## config.mk

```make
export PLATFORM = sky130hd
export DESIGN_NAME = neighbor_expander_flat
export DESIGN_NICKNAME = d
export VERILOG_FILES = /design/src/rtl/neighbor_expander_if.sv /design/src/rtl/neighbor_expander.sv /design/src/flat_wrapper.sv
export SDC_FILE = /design/constraint.sdc
export NUM_CORES = 1
export LEC_CHECK = 0
export CAP_MARGIN = 10
export CORE_MARGIN = 2
export CORE_UTILIZATION = 57
export DETAILED_ROUTE_END_ITERATION = 12
export DONT_BUFFER_PORTS = 1
export GPL_TIMING_DRIVEN = 0
export PLACE_DENSITY = 0.69
export SKIP_LAST_GASP = 1
export SYNTH_ARGS = -nofsm -noshare
export SYNTH_HDL_FRONTEND = slang
export SYNTH_SLANG_ARGS = --single-unit
```

## constraint.sdc

```tcl
create_clock -name clk -period 11.3 [get_ports clk]
set_clock_uncertainty 0.05 [all_clocks]
set_input_delay 1.695 -clock clk [delete_from_list [all_inputs] [get_ports clk]]
set_output_delay 1.695 -clock clk [all_outputs]
set_load 0.02 [all_outputs]
```

## src/rtl/neighbor_expander_if.sv

```systemverilog
// Handshake/bus bundle for neighbor_expander.
//   cur_*   : popped node from the priority queue (valid/ready)
//   goal_*  : goal coordinates, sampled together with the popped node
//   occ_*   : occupancy lookup (strobe + address out, blocked flag one cycle later)
//   nb_*    : successor stream toward the priority-queue insert port (valid/ready)
//   done    : one-cycle pulse when a node's expansion completes
// master = expander side, slave = environment side.
interface neighbor_expander_if #(
  parameter int COORD_W = 8,
  parameter int COST_W  = 16
);
  logic                   cur_valid, cur_ready;
  logic [COORD_W-1:0]     cur_i, cur_j, goal_i, goal_j;
  logic [COST_W-1:0]      cur_g;
  logic                   occ_req;
  logic [2*COORD_W-1:0]   occ_addr;
  logic                   occ_blocked;
  logic                   nb_valid, nb_ready;
  logic [COORD_W-1:0]     nb_i, nb_j, nb_parent_i, nb_parent_j;
  logic [COST_W-1:0]      nb_g, nb_h, nb_f;
  logic [3:0]             nb_count;
  logic                   done;

  modport master (
    input  cur_valid, cur_i, cur_j, cur_g, goal_i, goal_j, occ_blocked, nb_ready,
    output cur_ready, occ_req, occ_addr, nb_valid, nb_i, nb_j, nb_parent_i,
           nb_parent_j, nb_g, nb_h, nb_f, nb_count, done
  );
  modport slave (
    output cur_valid, cur_i, cur_j, cur_g, goal_i, goal_j, occ_blocked, nb_ready,
    input  cur_ready, occ_req, occ_addr, nb_valid, nb_i, nb_j, nb_parent_i,
           nb_parent_j, nb_g, nb_h, nb_f, nb_count, done
  );
endinterface

```

## src/rtl/neighbor_expander.sv

```systemverilog
// neighbor_expander: A* node expansion. Accepts one popped node, walks its
// candidate neighbours (N,E,S,W; plus NE,SE,SW,NW when
// NEIGHBOR_EXPANDER_DIAGONAL_EN is defined), skips out-of-grid candidates,
// probes occupancy for the rest and emits free successors with g/h/f costs
// (saturating). Pulses done once all candidates are handled.
// Ports: clk, rst (async, active-high), bus (neighbor_expander_if.master).
module neighbor_expander #(
  parameter int GRID_DIM = 256,
  parameter int COORD_W  = 8,
  parameter int COST_W   = 16
) (
  input  logic                 clk,
  input  logic                 rst,
  neighbor_expander_if.master  bus
);

`ifdef NEIGHBOR_EXPANDER_DIAGONAL_EN
  localparam int NUM_CAND = 8;
`else
  localparam int NUM_CAND = 4;
`endif
  localparam logic [2:0]           LAST = 3'(NUM_CAND - 1);
  localparam int                   HW   = COST_W + COORD_W + 6;
  localparam logic [COORD_W:0]     GD   = (COORD_W+1)'(GRID_DIM);
  localparam logic [2*COORD_W-1:0] GD2  = (2*COORD_W)'(GRID_DIM);
  localparam logic [COST_W-1:0]    MAXC = '1;
  localparam logic [HW-1:0]        K10  = HW'(10);
  localparam logic [HW-1:0]        K14  = HW'(14);

  typedef enum logic [2:0] {IDLE, PROBE, WAIT_OCC, EMIT, FINISH} state_t;
  state_t state, state_nxt;

  logic [COORD_W-1:0] r_i, r_j, r_gi, r_gj;
  logic [COST_W-1:0]  r_g;
  logic [2:0]         idx;
  logic               adv, load;

  // Candidate offsets; -1 is all-ones in COORD_W+1 bits, so i=0 wraps far
  // above GRID_DIM and falls out through the single bounds compare.
  logic [COORD_W:0] off_i, off_j, cand_i, cand_j;
  always_comb begin
    off_i = '0;
    off_j = '0;
    case (idx)
      3'd0: off_i = '1;                    // N
      3'd1: off_j = (COORD_W+1)'(1);       // E
      3'd2: off_i = (COORD_W+1)'(1);       // S
      3'd3: off_j = '1;                    // W
      3'd4: begin off_i = '1;               off_j = (COORD_W+1)'(1); end // NE
      3'd5: begin off_i = (COORD_W+1)'(1);  off_j = (COORD_W+1)'(1); end // SE
      3'd6: begin off_i = (COORD_W+1)'(1);  off_j = '1;              end // SW
      default: begin off_i = '1;            off_j = '1;              end // NW
    endcase
  end

  assign cand_i = {1'b0, r_i} + off_i;
  assign cand_j = {1'b0, r_j} + off_j;

  logic               in_bounds, is_diag;
  logic [COORD_W-1:0] ci, cj, adi, adj, mn, mx;
  assign in_bounds = (cand_i < GD) && (cand_j < GD);
  assign is_diag   = idx[2];
  assign ci        = cand_i[COORD_W-1:0];
  assign cj        = cand_j[COORD_W-1:0];
  assign adi       = (ci >= r_gi) ? ci - r_gi : r_gi - ci;
  assign adj       = (cj >= r_gj) ? cj - r_gj : r_gj - cj;
  assign mn        = (adi < adj) ? adi : adj;
  assign mx        = (adi < adj) ? adj : adi;

  // Costs: heuristic computed wide, then all three saturate at COST_W.
  logic [HW-1:0]     h_full;
  logic [COST_W:0]   step, g_full, f_full;
  logic [COST_W-1:0] g_sat, h_sat, f_sat;
`ifdef NEIGHBOR_EXPANDER_DIAGONAL_EN
  assign h_full = K14 * HW'(mn) + K10 * HW'(mx - mn);
`else
  assign h_full = K10 * (HW'(adi) + HW'(adj));
`endif
  assign step   = is_diag ? (COST_W+1)'(14) : (COST_W+1)'(10);
  assign g_full = {1'b0, r_g} + step;
  assign g_sat  = g_full[COST_W] ? MAXC : g_full[COST_W-1:0];
  assign h_sat  = (h_full > HW'(MAXC)) ? MAXC : h_full[COST_W-1:0];
  assign f_full = {1'b0, g_sat} + {1'b0, h_sat};
  assign f_sat  = f_full[COST_W] ? MAXC : f_full[COST_W-1:0];

  assign bus.occ_addr = (state == PROBE && in_bounds)
                      ? (2*COORD_W)'(ci) * GD2 + (2*COORD_W)'(cj) : '0;

  always_ff @(posedge clk or posedge rst)
    if (rst) state <= IDLE;
    else     state <= state_nxt;

  always_comb begin
    state_nxt     = state;
    bus.cur_ready = 1'b0;
    bus.occ_req   = 1'b0;
    bus.nb_valid  = 1'b0;
    bus.done      = 1'b0;
    adv           = 1'b0;
    load          = 1'b0;
    case (state)
      IDLE: begin
        bus.cur_ready = 1'b1;
        if (bus.cur_valid) state_nxt = PROBE;
      end
      PROBE: begin
        if (in_bounds) begin
          bus.occ_req = 1'b1;
          state_nxt   = WAIT_OCC;
        end else adv = 1'b1;
      end
      WAIT_OCC: begin
        if (bus.occ_blocked) adv = 1'b1;
        else begin
          load      = 1'b1;
          state_nxt = EMIT;
        end
      end
      EMIT: begin
        bus.nb_valid = 1'b1;
        if (bus.nb_ready) adv = 1'b1;
      end
      FINISH: begin
        bus.done  = 1'b1;
        state_nxt = IDLE;
      end
      default: state_nxt = IDLE;
    endcase
    if (adv) state_nxt = (idx == LAST) ? FINISH : PROBE;
  end

  always_ff @(posedge clk or posedge rst) begin
    if (rst) begin
      r_i <= '0; r_j <= '0; r_gi <= '0; r_gj <= '0; r_g <= '0; idx <= '0;
      bus.nb_count    <= '0;
      bus.nb_i        <= '0;
      bus.nb_j        <= '0;
      bus.nb_parent_i <= '0;
      bus.nb_parent_j <= '0;
      bus.nb_g        <= '0;
      bus.nb_h        <= '0;
      bus.nb_f        <= '0;
    end else begin
      if (state == IDLE && bus.cur_valid) begin
        r_i  <= bus.cur_i;
        r_j  <= bus.cur_j;
        r_g  <= bus.cur_g;
        r_gi <= bus.goal_i;
        r_gj <= bus.goal_j;
        idx  <= '0;
        bus.nb_count <= '0;
      end
      if (adv) idx <= idx + 3'd1;
      if (state == EMIT && bus.nb_ready) bus.nb_count <= bus.nb_count + 4'd1;
      if (load) begin
        bus.nb_i        <= ci;
        bus.nb_j        <= cj;
        bus.nb_parent_i <= r_i;
        bus.nb_parent_j <= r_j;
        bus.nb_g        <= g_sat;
        bus.nb_h        <= h_sat;
        bus.nb_f        <= f_sat;
      end
    end
  end

endmodule

```

## src/flat_wrapper.sv

```systemverilog
// flat-port wrapper written by rule: the top's interface ports become plain ports
module neighbor_expander_flat 
#(
  parameter int GRID_DIM = 256,
  parameter int COORD_W  = 8,
  parameter int COST_W   = 16
)
  (clk, rst, bus_cur_valid, bus_cur_i, bus_cur_j, bus_cur_g, bus_goal_i, bus_goal_j, bus_occ_blocked, bus_nb_ready, bus_cur_ready, bus_occ_req, bus_occ_addr, bus_nb_valid, bus_nb_i, bus_nb_j, bus_nb_parent_i, bus_nb_parent_j, bus_nb_g, bus_nb_h, bus_nb_f, bus_nb_count, bus_done);
  neighbor_expander_if #(.COORD_W(COORD_W), .COST_W(COST_W)) bus_i ();
  input  logic clk;
  input  logic rst;
  input wire logic [$bits(bus_i.cur_valid)-1:0] bus_cur_valid;
  input wire logic [$bits(bus_i.cur_i)-1:0] bus_cur_i;
  input wire logic [$bits(bus_i.cur_j)-1:0] bus_cur_j;
  input wire logic [$bits(bus_i.cur_g)-1:0] bus_cur_g;
  input wire logic [$bits(bus_i.goal_i)-1:0] bus_goal_i;
  input wire logic [$bits(bus_i.goal_j)-1:0] bus_goal_j;
  input wire logic [$bits(bus_i.occ_blocked)-1:0] bus_occ_blocked;
  input wire logic [$bits(bus_i.nb_ready)-1:0] bus_nb_ready;
  output wire logic [$bits(bus_i.cur_ready)-1:0] bus_cur_ready;
  output wire logic [$bits(bus_i.occ_req)-1:0] bus_occ_req;
  output wire logic [$bits(bus_i.occ_addr)-1:0] bus_occ_addr;
  output wire logic [$bits(bus_i.nb_valid)-1:0] bus_nb_valid;
  output wire logic [$bits(bus_i.nb_i)-1:0] bus_nb_i;
  output wire logic [$bits(bus_i.nb_j)-1:0] bus_nb_j;
  output wire logic [$bits(bus_i.nb_parent_i)-1:0] bus_nb_parent_i;
  output wire logic [$bits(bus_i.nb_parent_j)-1:0] bus_nb_parent_j;
  output wire logic [$bits(bus_i.nb_g)-1:0] bus_nb_g;
  output wire logic [$bits(bus_i.nb_h)-1:0] bus_nb_h;
  output wire logic [$bits(bus_i.nb_f)-1:0] bus_nb_f;
  output wire logic [$bits(bus_i.nb_count)-1:0] bus_nb_count;
  output wire logic [$bits(bus_i.done)-1:0] bus_done;
  assign bus_i.cur_valid = bus_cur_valid;
  assign bus_i.cur_i = bus_cur_i;
  assign bus_i.cur_j = bus_cur_j;
  assign bus_i.cur_g = bus_cur_g;
  assign bus_i.goal_i = bus_goal_i;
  assign bus_i.goal_j = bus_goal_j;
  assign bus_i.occ_blocked = bus_occ_blocked;
  assign bus_i.nb_ready = bus_nb_ready;
  assign bus_cur_ready = bus_i.cur_ready;
  assign bus_occ_req = bus_i.occ_req;
  assign bus_occ_addr = bus_i.occ_addr;
  assign bus_nb_valid = bus_i.nb_valid;
  assign bus_nb_i = bus_i.nb_i;
  assign bus_nb_j = bus_i.nb_j;
  assign bus_nb_parent_i = bus_i.nb_parent_i;
  assign bus_nb_parent_j = bus_i.nb_parent_j;
  assign bus_nb_g = bus_i.nb_g;
  assign bus_nb_h = bus_i.nb_h;
  assign bus_nb_f = bus_i.nb_f;
  assign bus_nb_count = bus_i.nb_count;
  assign bus_done = bus_i.done;
  neighbor_expander #(.GRID_DIM(GRID_DIM), .COORD_W(COORD_W), .COST_W(COST_W)) u_core (.clk(clk), .rst(rst), .bus(bus_i));
endmodule
```

==> flow_metrics.py <==
metrics = {
    "route": {
        "drc": 0,
        "drt_iter0_drc": 472,
        "vias": 7333,
        "wire_per_inst_um": 18.4,
        "drt-total-wl_um": 23600,
        "drt-pass1-iter-count": 5,
        "antenna_left": 0,
        "viasPerCell": 5.71,
    },
    "setup_path": {
        "crit_fanout": 10,
        "critPathArrivalTime_ns": 9.80,
        "cp-end-kind": "flip-flop",
        "r2r_setup_slack_ns": 1.72,
        "critPathMostFrequentCell": "ha_1",
        "crit_slowest_cell": "a211oi_1",
        "crit_buf_inv": 4,
        "rr_startpoint": "u_core.idx[0]",
        "crit_path_max_incr_delay_ns": 0.54,
        "r2r-end": "u_core.bus.nb_f[6]",
        "reg2reg_depth": 38,
        "cp_top_family": "compound AO/OA/AOI/OAI gates",
        "cp.required_ns": 11.52,
        "critPathLaunch": "u_core.idx[0]",
        "crit_type": "reg -> reg",
        "crit_cells": 38,
        "cp-start-kind": "flip-flop",
        "crit_path_end": "u_core.bus.nb_f[6]",
    },
    "sta": {
        "rsz0062_at_grt": "no",
        "tightest_slew_ns": 1.03,
        "finalSetupTns_ns": 0,
        "fmax_ghz": 0.104,
        "hold_viol": 0,
        "fin_crit_ns": 9.58,
        "setup_violations": 0,
        "fin_crit_sh_pct": 84.8,
        "fin_hold_ws_ns": 0.467,
        "final_max_slew_viol_count": 0,
        "max_slew_margin_pct": 31.1,
    },
    "cells_and_area": {
        "drive_above_1_share_pct": 7.27,
        "syn_to_final_growth_pct": 10.3,
        "seqCellArea_um2": 3350,
        "multi_input_area_um2": 5110,
        "n_fill_cell": 1322,
        "diodes": 0,
        "fin_nets": 1213,
        "fin_area_um2": 9850,
    },
    "synthesis": {
        "yosysTopAreaCell": "dfrtp_1",
        "yosys.cell_types.count": 69,
        "synth.avg_cell_area_um2": 8.61,
        "syn_area_um2": 8930,
        "ys.flop_type": "dfrtp_1",
        "synth_seq_cells": 134,
        "yosysTopAreaCellShare_pct": 37.6,
        "synthTopCellsByArea": "dfrtp_1 38%, ha_1 12%, nand2_1 10%",
        "yosysSeqAreaShare_pct": 37.6,
        "synth_common_cells": "244 x nand2_1, 134 x dfrtp_1, 89 x ha_1, 73 x nor2_1, 67 x inv_1",
        "yosys.cell_count.top_type": "nand2_1",
        "synthCells": 1037,
        "synth_edf_count": 0,
        "async_flop_share_pct": 100,
        "yosysWarnings": 0,
    },
    "floorplanning": {
        "num_rows": 45,
        "die_w_um": 129,
        "num_io_pins": 157,
        "die-area_um2": 16700,
        "dieHeight_um": 129,
        "start_util_pct": 58.5,
        "core_area_um2": 15300,
    },
    "clock_network": {
        "root_buffer": "clkbuf_16",
        "numCtsBuffers": 17,
        "worstSkewPairLatency_ns": 0.44,
        "postCtsSetupRepairBufs": 0,
        "tritoncts": "yes",
        "clk_path_buf_depth": 2,
        "htreeDepth": 4,
        "ctsResizeCount": 0,
        "clk_pin_slew_ns": 0.06,
        "postCtsHoldBufs": 0,
        "cts_sinks": 134,
    },
    "global_route": {
        "grt.total_usage_pct": 29.3,
        "grt_pass1_wl_um": 37600,
        "antenna_found_initial": 0,
        "grt_pass1_vias": 7190,
        "grt_overflow": 0,
        "grt_max_degree": 83,
    },
    "placed_design": {
        "io_buffers": 0,
        "post-dp-hpwl_um": 18000,
        "routabilityCongestion": 0.893,
        "dpl_cell_area_um2": 9240,
    },
    "status": {
        "status": "finished, final reports clean",
    },
    "min_path": {
        "hold_depth": 2,
        "hp-class": "reg -> reg",
    },
    "flow_run": {
        "maxCapViolations": 0,
    },
}
==> layout by cell type, fill, tap and decap left out, types with 18 or more instances in the layout <==
cell,instances
a31oi_1,34
o21ai_0,59
xnor2_1,28
a21o_1,18
nand2_1,244
nor2_1,73
a21oi_1,46
clkbuf_1,29
inv_1,66
dfrtp_1,134
ha_1,89
xor2_1,28
==> worst min-delay path by stage <==
stage	from	end	slack [ns]
detailed placement	u_core.r_g[0]	u_core.r_g[0]	0.44
floorplan	u_core.r_g[0]	u_core.r_g[0]	0.40
global placement	u_core.r_g[0]	u_core.r_g[0]	0.43
global route	u_core.r_i[5]	u_core.r_i[5]	0.51
finish	u_core.r_i[3]	u_core.r_i[3]	0.47
CTS	u_core.r_i[3]	u_core.r_i[3]	0.46
==> tightest hold or removal path, cell delays in order (launching register included) <==
cell,delay [ns]
dfrtp_1,0.37
nand2_1,0.06
nand2_1,0.06
==> state kept, by name, indices dropped and copies added, names as in the netlist, 12 cells and up <==
name             flops
u_core.bus.nb_f     16
u_core.bus.nb_g     16
u_core.r_g          16
u_core.bus.nb_h     12
==> per-layer routing <==
layer	vias to the layer above	GRT usage (%)	wire, um
met5	-	0	0
met1	3494	39.0	10400
li1	3563	-	-
met3	36	7.27	1740
met4	0	9.34	515
met2	240	47.3	11000
==> cell families (layout without fill, tap and decap cells) <==
kind of cell	Yosys count	in the layout	share of synthesized area [%]
XOR/XNOR	56	56	5.49
AND/OR/NAND/NOR	400	400	19.6
flip-flops	134	134	37.6
multiplexers	14	14	1.64
AO/OA/AOI/OAI	220	220	15.6
other	1	4	0.0420
buffers and inverters	113	146	5.37
adder cells (fa/ha/maj)	99	99	14.7
==> stage by stage <==
step,cells,setup slack [ns],util [%]
2_1_floorplan,1040,2.80,-
3_3_place_gp,1251,1.50,60.3
3_5_place_dp,1252,1.36,60.5
4_1_cts,1283,1.28,64.5
5_1_grt,1284,0.982,64.5
6_report,1284,1.72,64.5
==> area by class of cell <==
type / count / area share, %
plain buffers: 44 / 2.19
clock buffers: 17 / 4.32
clock inverters: 14 / 1.79
inverters: 69 / 2.73
multi-input cells: 793 / 51.9
flip-flops and latches: 134 / 34.1
well taps: 211 / 2.68
repair buffers: 2 / 0.356
Power is not shown: default switching activity piles up to over one toggle a cycle in this logic, so the estimate is an artifact.
